File: config.mk
export PLATFORM = sky130hd
export DESIGN_NAME = hicore_icb_arbt
export DESIGN_NICKNAME = d
export VERILOG_FILES = /design/src/rtl/hicore_icb_arbt.sv
export SDC_FILE = /design/constraint.sdc
export NUM_CORES = 1
export LEC_CHECK = 0
export BUFFER_PORTS_ARGS = -buffer_cell sky130_fd_sc_hd__buf_2
export CORE_AREA = 2 2 210 212
export CTS_CLUSTER_SIZE = 16
export DETAILED_ROUTE_END_ITERATION = 6
export DIE_AREA = 0 0 212 214
export PLACE_DENSITY = 0.34
export SLEW_MARGIN = 25
export SYNTH_ARGS = -nofsm -noshare
export SYNTH_HDL_FRONTEND = slang
export SYNTH_SLANG_ARGS = --single-unit
export TNS_END_PERCENT = 5
File: constraint.sdc
create_clock -name clk -period 2.8 [get_ports clk]
set_input_delay 0.28 -clock clk [delete_from_list [all_inputs] [get_ports clk]]
set_output_delay 0.28 -clock clk [all_outputs]
set_load 0.005 [all_outputs]
File: src/rtl/hicore_icb_arbt.sv
// N-to-1 ICB arbiter: round-robin grant with stall lock, plus an outstanding-ID FIFO
// that steers in-order responses back to the issuing master.
module hicore_icb_arbt #(
   parameter int AW         = 32,
   parameter int DW         = 32,
   parameter int ARBT_NUM   = 4,
   parameter int ARBT_PTR_W = 2,
   parameter int OUTS_DEPTH = 2
) (
   input  logic                       clk,
   input  logic                       rst,
   input  logic [ARBT_NUM-1:0]        i_bus_icb_cmd_valid,
   output logic [ARBT_NUM-1:0]        i_bus_icb_cmd_ready,
   input  logic [ARBT_NUM-1:0]        i_bus_icb_cmd_read,
   input  logic [ARBT_NUM*AW-1:0]     i_bus_icb_cmd_addr,
   input  logic [ARBT_NUM*DW-1:0]     i_bus_icb_cmd_wdata,
   input  logic [ARBT_NUM*DW/8-1:0]   i_bus_icb_cmd_wmask,
   output logic [ARBT_NUM-1:0]        i_bus_icb_rsp_valid,
   input  logic [ARBT_NUM-1:0]        i_bus_icb_rsp_ready,
   output logic [ARBT_NUM-1:0]        i_bus_icb_rsp_err,
   output logic [ARBT_NUM*DW-1:0]     i_bus_icb_rsp_rdata,
   output logic                       o_icb_cmd_valid,
   input  logic                       o_icb_cmd_ready,
   output logic                       o_icb_cmd_read,
   output logic [AW-1:0]              o_icb_cmd_addr,
   output logic [DW-1:0]              o_icb_cmd_wdata,
   output logic [DW/8-1:0]            o_icb_cmd_wmask,
   input  logic                       o_icb_rsp_valid,
   output logic                       o_icb_rsp_ready,
   input  logic                       o_icb_rsp_err,
   input  logic [DW-1:0]              o_icb_rsp_rdata
);

   localparam int FW = (OUTS_DEPTH > 1) ? $clog2(OUTS_DEPTH) : 1;
   localparam int CW = $clog2(OUTS_DEPTH + 1);
   localparam int MW = DW / 8;

   logic [ARBT_PTR_W-1:0] rr_ptr, lock_id, grant, cand, head;
   logic                  lock, found, req;
   logic                  fifo_full, fifo_empty, cmd_hsk, rsp_hsk;
   logic [ARBT_PTR_W-1:0] fifo_mem [OUTS_DEPTH];
   logic [FW-1:0]         wr_ptr, rd_ptr;
   logic [CW-1:0]         count;

   // Locked grant is held while a stalled command waits; otherwise scan from rr_ptr.
   always_comb begin
      grant = lock_id;
      req   = 1'b0;
      found = 1'b0;
      cand  = '0;
      if (lock) begin
         req = i_bus_icb_cmd_valid[lock_id];
      end else begin
         grant = '0;
         for (int unsigned i = 0; i < ARBT_NUM; i++) begin
            cand = ARBT_PTR_W'((32'(rr_ptr) + i) % ARBT_NUM);
            if (!found && i_bus_icb_cmd_valid[cand]) begin
               found = 1'b1;
               grant = cand;
            end
         end
         req = found;
      end
   end

   always_comb begin
      o_icb_cmd_read  = 1'b0;
      o_icb_cmd_addr  = '0;
      o_icb_cmd_wdata = '0;
      o_icb_cmd_wmask = '0;
      if (req) begin
         o_icb_cmd_read  = i_bus_icb_cmd_read[grant];
         o_icb_cmd_addr  = i_bus_icb_cmd_addr[32'(grant)*AW +: AW];
         o_icb_cmd_wdata = i_bus_icb_cmd_wdata[32'(grant)*DW +: DW];
         o_icb_cmd_wmask = i_bus_icb_cmd_wmask[32'(grant)*MW +: MW];
      end
   end

   assign fifo_full       = (count == CW'(OUTS_DEPTH));
   assign fifo_empty      = (count == '0);
   assign o_icb_cmd_valid = req & ~fifo_full;
   assign cmd_hsk         = o_icb_cmd_valid & o_icb_cmd_ready;

   always_comb begin
      i_bus_icb_cmd_ready        = '0;
      i_bus_icb_cmd_ready[grant] = o_icb_cmd_ready & ~fifo_full;
   end

   assign head            = fifo_mem[rd_ptr];
   assign o_icb_rsp_ready = i_bus_icb_rsp_ready[head] & ~fifo_empty;
   assign rsp_hsk         = o_icb_rsp_valid & o_icb_rsp_ready;

   always_comb begin
      i_bus_icb_rsp_valid       = '0;
      i_bus_icb_rsp_valid[head] = o_icb_rsp_valid & ~fifo_empty;
   end

   assign i_bus_icb_rsp_err   = {ARBT_NUM{o_icb_rsp_err}};
   assign i_bus_icb_rsp_rdata = {ARBT_NUM{o_icb_rsp_rdata}};

   always_ff @(posedge clk) begin
      if (rst) begin
         rr_ptr  <= '0;
         lock    <= 1'b0;
         lock_id <= '0;
         wr_ptr  <= '0;
         rd_ptr  <= '0;
         count   <= '0;
      end else begin
         if (cmd_hsk) begin
            lock             <= 1'b0;
            rr_ptr           <= (grant == ARBT_PTR_W'(ARBT_NUM-1)) ? '0 : grant + ARBT_PTR_W'(1);
            fifo_mem[wr_ptr] <= grant;
            wr_ptr           <= (wr_ptr == FW'(OUTS_DEPTH-1)) ? '0 : wr_ptr + FW'(1);
         end else if (o_icb_cmd_valid) begin
            lock    <= 1'b1;
            lock_id <= grant;
         end
         if (rsp_hsk)
            rd_ptr <= (rd_ptr == FW'(OUTS_DEPTH-1)) ? '0 : rd_ptr + FW'(1);
         case ({cmd_hsk, rsp_hsk})
            2'b10:   count <= count + CW'(1);
            2'b01:   count <= count - CW'(1);
            default: count <= count;
         endcase
      end
   end

endmodule

# Yosys cells after proc, flatten, opt, wreduce, memory -nomap -nowiden
# Memory sizes are Yosys's and may differ from the RTL's. A register that Yosys moved wholly into a read port is not among the register bits.
# Index checks and enable logic that the tools add are counted.
[classes]
muxes = 44
bitwise_logic = 11
div = 0
n_shift = 3
order_cmp = 9
mul = 0
n_eq_ne = 4
n_addsub = 8
reduce_logical = 12
[op_table]
columns = ["operator", "n"]
rows = [
  ["128-bit by 8-bit variable part select with 32-bit output", 2],
  ["32-bit 2-to-1 mux", 2],
  ["1-bit 2-to-1 mux", 25],
  ["2-bit by 3-bit < comparator with 1-bit output, second input constant", 7],
  ["16-bit by 5-bit variable part select with 4-bit output", 1],
  ["1-bit binary-select mux with 2-bit select", 7],
  ["2-bit 2-to-1 mux", 6],
  ["4-bit AND", 2],
  ["2-bit by 1-bit adder with 2-bit output, second input constant", 3],
  ["1-bit AND", 6],
  ["2-bit equality test, second input constant", 3],
  ["1-bit logical AND", 5],
  ["2-bit adder, second input constant", 2],
  ["1-bit demux with 2-bit select", 2],
  ["2-bit by 1-bit >= comparator with 1-bit output, second input constant", 2],
  ["4-bit 2-to-1 mux", 1],
  ["2-bit case mux with 2 select lines", 1],
  ["1-bit logical NOT", 3],
  ["1-bit NOT", 3],
  ["1-bit adder, second input constant", 2],
  ["2-bit by 1-bit equality test with 1-bit output, second input constant", 1],
  ["2-bit logical NOT", 1],
  ["2-bit AND reduction", 1],
  ["2-bit nonzero test", 1],
  ["2 further kinds", 2],
]
[word_totals]
inputBits = 321
memories = 1
out_inout_bits = 211
elab_cells = 98
latch_bits = 0
regBits = 9
mem_bits_rw = 4
mem_bits_ro = 0
[memory_table]
columns = ["name", "words", "width", "read_ports", "rd_clocked_by_memory_dff", "write_ports", "line_no", "source"]
rows = [
  ["fifo_mem", 2, 2, 1, 1, 1, "41", "logic [ARBT_PTR_W-1:0] fifo_mem [OUTS_DEPTH];"],
]

# Logic depth before layout (Yosys ltp)
# Gate-level depths: netlist (run 1).
[logic_depth]
word_depth = 21
mapped_depth = 10
ltp_nobuf = 8

# Worst setup path after synthesis (run 1)
# Ideal clock, no wire load.
[synth_timing]
kind = "reg2reg"
start = "reg lock"
end = "reg count[1]"
setup_ns = 0.071
required_ns = 2.729
path_buffers = 1
synth_period_minus_slack_ns = 2.273
t_arrival_ns = 2.203
path_slack_ns = 0.527
stages_incl_launch_ff = 9
cell_sequence = "dfxtp_1 buf_2 or3_1 o32ai_2 nor2_1 inv_2 ha_1 or3_1 a21oi_1"
[synth_via]
elab_chain_len = 5
elab_cells_between_ends = 7
classes_between = "2 x eq/ne; 2 x mux; 2 x bitwise; 1 x reduce/logical"
[synth_rtl]
columns = ["element", "line_no", "source"]
rows = [
  ["start: declaration", "39", "logic lock, found, req;"],
  ["start signal: assignment", "104", "lock <= 1'b0;"],
  ["start signal: assignment", "111", "lock <= 1'b0;"],
  ["start signal: assignment", "116", "lock <= 1'b1;"],
  ["1-bit 2-to-1 mux (*)", "51", "if (lock) begin"],
  ["1-bit AND (*)", "81", "assign o_icb_cmd_valid = req & ~fifo_full;"],
  ["1-bit AND (*)", "82", "assign cmd_hsk = o_icb_cmd_valid & o_icb_cmd_ready;"],
  ["2-bit by 1-bit equality test with 1-bit output / 2-bit equality test (equally long branches)", "121", "case ({cmd_hsk, rsp_hsk})"],
  ["2-bit case mux with 2 select lines / 2-bit nonzero test (equally long branches)", "-", ""],
  ["end signal: assignment", "122", "2'b10: count <= count + CW'(1);"],
  ["end signal: assignment", "123", "2'b01: count <= count - CW'(1);"],
  ["end signal: assignment", "124", "default: count <= count;"],
  ["end: declaration", "43", "logic [CW-1:0] count;"],
]
# Every way passes the cells marked *; elsewhere a longest branch is shown, timed or not.
# A chain may end at the register's enable or synchronous reset.

# Final worst setup path (run 1)
[layout_timing]
start = "reg rr_ptr[1]"
end = "out o_icb_cmd_read"
[layout_via]
elab_chain_len = 19
elab_cells_between_ends = 33
classes_between = "3 x add/sub; 24 x mux; 6 x reduce/logical"
[layout_rtl]
columns = ["element", "line_no", "source"]
rows = [
  ["start: declaration", "38", "logic [ARBT_PTR_W-1:0] rr_ptr, lock_id, grant, cand, head;"],
  ["start signal: assignment", "112", "rr_ptr <= (grant == ARBT_PTR_W'(ARBT_NUM-1)) ? '0 : grant + ARBT_PTR_W'(1);"],
  ["1-bit binary-select mux with 2-bit select", "57", "if (!found && i_bus_icb_cmd_valid[cand]) begin"],
  ["1-bit 2-to-1 mux (implied by the code)", "57", ""],
  ["1-bit 2-to-1 mux", "57", ""],
  ["1-bit 2-to-1 mux", "51", ""],
  ["1-bit logical NOT", "57", ""],
  ["1-bit logical AND", "57", ""],
  ["1-bit 2-to-1 mux", "57", ""],
  ["1-bit 2-to-1 mux", "51", ""],
  ["[3 not listed]", "-", ""],
  ["1-bit 2-to-1 mux", "51", ""],
  ["1-bit logical NOT", "57", ""],
  ["1-bit logical AND", "57", ""],
  ["2-bit 2-to-1 mux", "57", ""],
  ["2-bit 2-to-1 mux", "51", ""],
  ["1-bit binary-select mux with 2-bit select", "72", "o_icb_cmd_read = i_bus_icb_cmd_read[grant];"],
  ["1-bit 2-to-1 mux (implied by the code)", "72", ""],
  ["1-bit 2-to-1 mux (*)", "71", "if (req) begin"],
  ["end: declaration", "24", "output logic o_icb_cmd_read,"],
]
# Every way passes the cells marked *; elsewhere a longest branch is shown, timed or not. The select of a mux whose other input is x is not followed.

==> flow_summary_export.csv, run 1 <==
group,metric,value,unit
pwr,ir_drop,0.000338,V
global_routing,grt_start_max_net_pins,137,
detailed_routing,wl,34.2,mm
logic_synthesis,netlist_instances,972,
timing,setup_violations,0,
pwr,fin_total_pwr,6.10,mW
setup_path,path_cells,"and4bb_1 > o21ba_1 > a221o_4 > inv_8 > buf_16 > a31oi_1 > a211oi_1 > buf_2",
placement,placed_area,8100,µm²
timing,fin_crit_sh,95.3,%
logic_synthesis,synth_ff_type,"dfxtp_1",
timing,final-hold-violation-count,0,
cts,cts_root_buf,"clkbuf_16",
logic_synthesis,yosysWarningCount,0,
pwr,powerDensity,736,nW/µm²
cts,worstSkewPairLatency,0.24,ns
placement,preCtsSetupSlack,0.0582,ns
timing,period_needed,2.67,ns
detailed_routing,vias,8099,
setup_path,arrival,2.39,ns
global_routing,grt_overflow_total,0,
timing,drv_slew,0,
cts,cts_tree,"done",
status,status,"complete, no violations",
flow_run,drv_cap,0,
die,ios,532,
cells_and_area,drive_gt1_share,44.6,%
cells_and_area,layout.nets,1473,
setup_path,setup.worst_path.end_class,"output port",
timing,worstMarginPinSlew,0.536,ns
setup_path,crit_start,"rr_ptr[1]$_SDFFE_PP0P_",
logic_synthesis,yosysTopAreaCellShare,16.8,%
setup_path,crit_path_max_incr_delay,0.39,ns
timing,fmax,0.375,GHz
die,dieArea,45400,µm²
cts,ctsHoldBuffers,0,
detailed_routing,drt-initial-drc-count,370,
logic_synthesis,yosysMostFrequentCell,"nand2_1",
timing,fin_skew,0.00546,ns
placement,port_buffers,366,
timing,maxSlewHeadroom,64.3,%
die,dieWidth,212,µm
cts,ctsLongestPathBuffers,2,
setup_path,cp_top_family,"compound AO/OA/AOI/OAI gates",
setup_path,crit_slowest_cell,"dfxtp_2",
detailed_routing,drc,0,
cells_and_area,stdcell_area,8300,µm²
cells_and_area,final_core_util,19.3,%
global_routing,grt_pass1_wl,49.4,mm
logic_synthesis,ys_top_cells_by_count,"nand2_1, buf_4, o21ai_0",
logic_synthesis,ys_ff_latch,14,
min_path,min_from,"rst",
detailed_routing,drtPass1Iterations,5,
die,rows,76,
timing,fin_ws,0.133,ns
logic_synthesis,ys_seq_area_share,5.02,%
placement,dp_hpwl,25.0,mm
detailed_routing,post_drt_wl_per_cell,19.7,µm
detailed_routing,drt.antenna.violating_nets,0,
cells_and_area,syn_to_final_growth,30.1,%
global_routing,grt_pass1_vias,8073,
logic_synthesis,synth_cell_type_count,46,
die,coreArea,42900,µm²
logic_synthesis,syn-cell-area,6380,µm²
logic_synthesis,avgSynthCellArea,6.56,µm²
setup_path,worstSetupPathType,"reg -> out",
cts,path_clk_slew,0.05,ns
pwr,leakagePower,4.05,nW
setup_path,path_buf_inv,3,
logic_synthesis,synth_nets,1296,
detailed_routing,via_per_inst,4.67,
cts,clock_sinks,14,
setup_path,start_kind,"register",
logic_synthesis,yosysTopAreaCell,"buf_4",
global_routing,antenna_found_initial,7,
die,initial_utilization,14.9,%
min_path,hold_path.class,"in -> reg",
cts,numCtsBuffers,3,
logic_synthesis,ys_top_cells_by_area,"buf_4, a211oi_2, o21ai_0, o211a_1, nand2_1",
timing,rsz0062_at_grt,"no",
setup_path,cp.required,2.52,ns
cts,cts.htree.levels,1,
global_routing,grtUsageTotal,13.8,%
die,die_y,214,µm
logic_synthesis,async_flop_share,0,%
placement,routabilityCongestion,0.814,
setup_path,crit_fanout,33,
logic_synthesis,synth_edf_count,4,
[power by group]
part           internal [mW]  switching, mW
combinational           2.39           3.08
clock                  0.216         0.0819
sequential             0.271         0.0642
[stage by stage]
stage                     setup TNS [ns]  instances  hold slack, ns
after global placement                 0       1723           0.503
after detailed placement               0       1723           0.508
final                                  0       1735           0.379
after floorplan                        0        972           0.467
after CTS                        -0.0791       1730           0.381
after global routing                   0       1734           0.382
[flip-flops by register name, summed over array words and instances, names as in the netlist, named ones only]
| register | flops |
|---|---|
| count | 2 |
| fifo_mem | 4 |
| lock | 1 |
| lock_id | 2 |
| rd_ptr | 1 |
| rr_ptr | 2 |
| wr_ptr | 1 |
[cells by family (layout without fill, tap and decap cells)]
logic type	Yosys count	count (layout)	synth area share, %
other cells	0	2	0
compound gates	371	371	44.7
xor+xnor	3	3	0.412
fa+ha+maj	3	3	0.588
buf+inv	255	431	23.9
simple gates	322	322	24.4
mux	4	4	0.863
flops	14	14	5.02
[worst register-to-register path: cells and delay by family (launching register included)]
family,cells,cell delay (ns)
compound gates,2,0.20
buf+inv,1,0.20
simple gates,4,1.28
flops,1,0.46
fa+ha+maj,1,0.32
[per-layer routing]
layer  up-vias  wire, µm  GRT usage (%)
li1       3875         -              -
met1      3837     14700           17.1
met2       334     16700           24.6
met3        45      2330           2.76
met4         8       435           2.42
met5         -        51              0
[cells in the final DEF, fill, tap and decap left out, drive strengths merged, types with 4 or more instances in the layout]
| cell type | count |
|---|---|
| inv | 8 |
| clkbuf | 5 |
| a21oi | 11 |
| nand2 | 145 |
| buf | 418 |
| dfxtp | 10 |
| o21ai | 142 |
| a211oi | 70 |
| o211a | 69 |
| nor2 | 8 |
| or3 | 4 |
| nor3 | 74 |
| nor4 | 70 |
| edfxtp | 4 |
| nor2b | 5 |
| a31oi | 70 |
[worst paths after layout]
check | endpoint | slack (ns) | cells after the start
setup / recovery | o_icb_cmd_read | 0.13 | 8
hold / removal | lock$_SDFFE_PP0N_ | 0.38 | 2
setup reg to reg | count[1]$_SDFFE_PP0P_ | 0.26 | 8
hold reg to reg | rr_ptr[0]$_SDFFE_PP0P_ | 0.49 | 2
[area by class of cell]
class / count / area (µm²)
diodes: 2 / 5.00
clock buffers: 4 / 88.8
fillers: 4953 / 34600
inverters: 8 / 37.5
multi-input cells: 703 / 4620
flip-flops and latches: 14 / 323
well taps: 585 / 732
repair buffers: 419 / 2490
[what timing repair did]
action / CTS / global route
resized for setup: 4 / 8
setup buffers: 3 / 2
pin swaps: 1 / 3
setup endpoints to repair: 32 / 70
gates cloned: 0 / 1
endpoints found under the hold margin: 0 / 0
No activity file was read; power rests on OpenSTA's default activity.
==> inputs of run 2 (changes only) <==
==> constraint.sdc (replaced) <==
create_clock -name clk -period 2.9 [get_ports clk]
set_input_delay 0.29 -clock clk [delete_from_list [all_inputs] [get_ports clk]]
set_output_delay 0.29 -clock clk [all_outputs]
set_load 0.005 [all_outputs]
==> run 2 against run 1 <==
  * Total power down 7.0%
  * Worst hold slack gained 0.013 ns
  * Sequential cell count unchanged
  * Combinational power is 6.8% lower
  * Register-to-register slack improved by 0.25 ns
  * First-iteration DRC count grew 31%
  * Non-clock buffer count fell by 18
  * Largest cell class unchanged
==> flow_summary_export.csv, run 2 (synthesized netlist as in run 1, its figures left out) <==
group,metric,value,unit
cts,cts_root_buf,"clkbuf_16",
cells_and_area,fill_cells,4981,
global_routing,antenna_found_initial,9,
detailed_routing,post_drt_wl_per_cell,19.2,µm
timing,final-hold-violation-count,0,
die,coreArea,42900,µm²
timing,maxSlewHeadroom,52.3,%
placement,port_buffers,366,
global_routing,top_usage_layer,"met2",
die,rows,76,
cells_and_area,final_common_cell,"buf_2",
cts,worstSkewPairLatency,0.24,ns
status,status,"complete, no violations",
cells_and_area,mostFrequentLayoutCells,"buf_2, nand2_1, o21ai_0",
global_routing,grtUsageMet3,2.84,%
cells_and_area,largest-register,"fifo_mem",
cells_and_area,drive_gt1_share,44.0,%
setup_path,start_kind,"register",
timing,rsz0062_at_grt,"yes",
placement,dp_hpwl,24.6,mm
global_routing,grtUsageTotal,13.4,%
pwr,powerDensity,700,nW/µm²
detailed_routing,wl,33.0,mm
setup_path,crit_path_max_incr_delay,0.49,ns
placement,preCtsSetupSlack,0.147,ns
global_routing,grt_overflow_total,0,
min_path,hold_path.class,"in -> reg",
cells_and_area,layout.nets,1455,
setup_path,path_cells,"inv_1 > a221oi_4 > buf_6 > nor3_1 > nor4_1 > a211oi_2 > buf_2",
timing,fmax,0.356,GHz
setup_path,setup.worst_path.end_class,"output port",
setup_path,crit_slowest_cell,"nor4_1",
detailed_routing,drt.antenna.violating_nets,0,
pwr,ir_drop,0.000280,V
cells_and_area,syn_to_final_growth,27.1,%
cts,numCtsBuffers,3,
setup_path,worstSetupPathType,"reg -> out",
cts,ctsLongestPathBuffers,2,
global_routing,grt_pass1_wl,48.4,mm
die,ios,532,
die,die_y,214,µm
timing,fin_ws,0.0904,ns
global_routing,grt_start_max_net_pins,81,
cts,cts_tree,"done",
setup_path,crit_fanout,58,
detailed_routing,via_per_inst,4.69,
cells_and_area,final_core_util,18.9,%
timing,setup_violations,0,
cts,cts.htree.levels,1,
die,initial_utilization,14.9,%
detailed_routing,drc,0,
cells_and_area,largest_reg_flops,4,
timing,fin_skew,0.00317,ns
cts,path_clk_slew,0.05,ns
cts,clock_sinks,14,
die,dieArea,45400,µm²
timing,fin_crit_sh,96.9,%
setup_path,cp.required,2.61,ns
placement,routabilityCongestion,0.804,
detailed_routing,drt-initial-drc-count,486,
detailed_routing,vias,8040,
cts,ctsHoldBuffers,0,
die,dieWidth,212,µm
global_routing,use_met2,23.4,%
flow_run,drv_cap,0,
global_routing,met1_usage,17.0,%
global_routing,grt_pass1_vias,7825,
detailed_routing,drtPass1Iterations,5,
timing,drv_slew,0,
pwr,leakagePower,3.94,nW
timing,worstMarginPinSlew,0.713,ns
timing,period_needed,2.81,ns
setup_path,arrival,2.52,ns
==> run 2: cell count changes in the layout (fill, tap and decap cells not counted), moves of 2 or more <==
| cell | delta |
|---|---|
| buf_12 | -4 |
| nor4_2 | +5 |
| buf_6 | +2 |
| nor4_1 | -5 |
| buf_4 | -14 |
==> run 2: per-stage QoR <==
step                std cells  hold slack (ns)  power, mW  area (µm²)  setup TNS, ns
finish                   1716            0.393       5.68        8110              0
global route             1716            0.426       6.18        8110         -0.250
CTS                      1715            0.388       5.74        8060              0
detailed placement       1711            0.526       5.44        7960              0
global placement         1711            0.501       5.42        7960              0
floorplan                 972            0.467       3.60        6380              0
==> run 2: final cells by class <==
class,instances,area (µm²),share of cell area [%]
Tap cell,585,732,9.03
Inverter,8,32.5,0.401
Antenna cell,1,2.50,0.0309
Multi-Input combinational cell,703,4650,57.4
Sequential cell,14,322,3.97
Clock buffer,4,78.8,0.972
Timing Repair Buffer,401,2290,28.2
==> run 2: metal layers <==
metal	share of wire [%]	vias up	wire, µm
met3	7.0	56	2320
met2	48	326	16000
met5	0.25	-	83
met4	1.8	12	580
li1	-	3833	-
met1	42	3813	14000
==> run 2: report_power, final <==
part           internal (mW)  total (mW)  leakage, nW  switching (mW)
clock network          0.186       0.263       0.0382          0.0774
logic                   2.18        5.10         3.78            2.92
registers              0.261       0.320        0.120          0.0595
==> run 2: what timing repair did <==
| action | CTS | global route |
|---|---|---|
| setup endpoints to repair | 6 | 53 |
| setup buffers | 0 | 0 |
| gates resized for setup | 3 | 9 |
| cloned | 0 | 0 |
==> run 2: worst paths after layout <==
check | endpoint | cells after the start | startpoint | slack [ns]
hold / removal | count[0]$_SDFFE_PP0P_ | 2 | rst | 0.39
setup / recovery | o_icb_cmd_wdata[19] | 7 | rr_ptr[0]$_SDFFE_PP0P_ | 0.09
hold reg to reg | rr_ptr[1]$_SDFFE_PP0P_ | 2 | rr_ptr[1]$_SDFFE_PP0P_ | 0.53
setup reg to reg | count[1]$_SDFFE_PP0P_ | 7 | lock_id[0]$_SDFFE_PP0P_ | 0.51
==> run 2: worst max-delay path, delay by kind of cell (launching register included) <==
family          cells  cell delay [ns]
compound gates      2             0.51
buf+inv             3             0.74
flops               1             0.39
simple gates        2             0.59
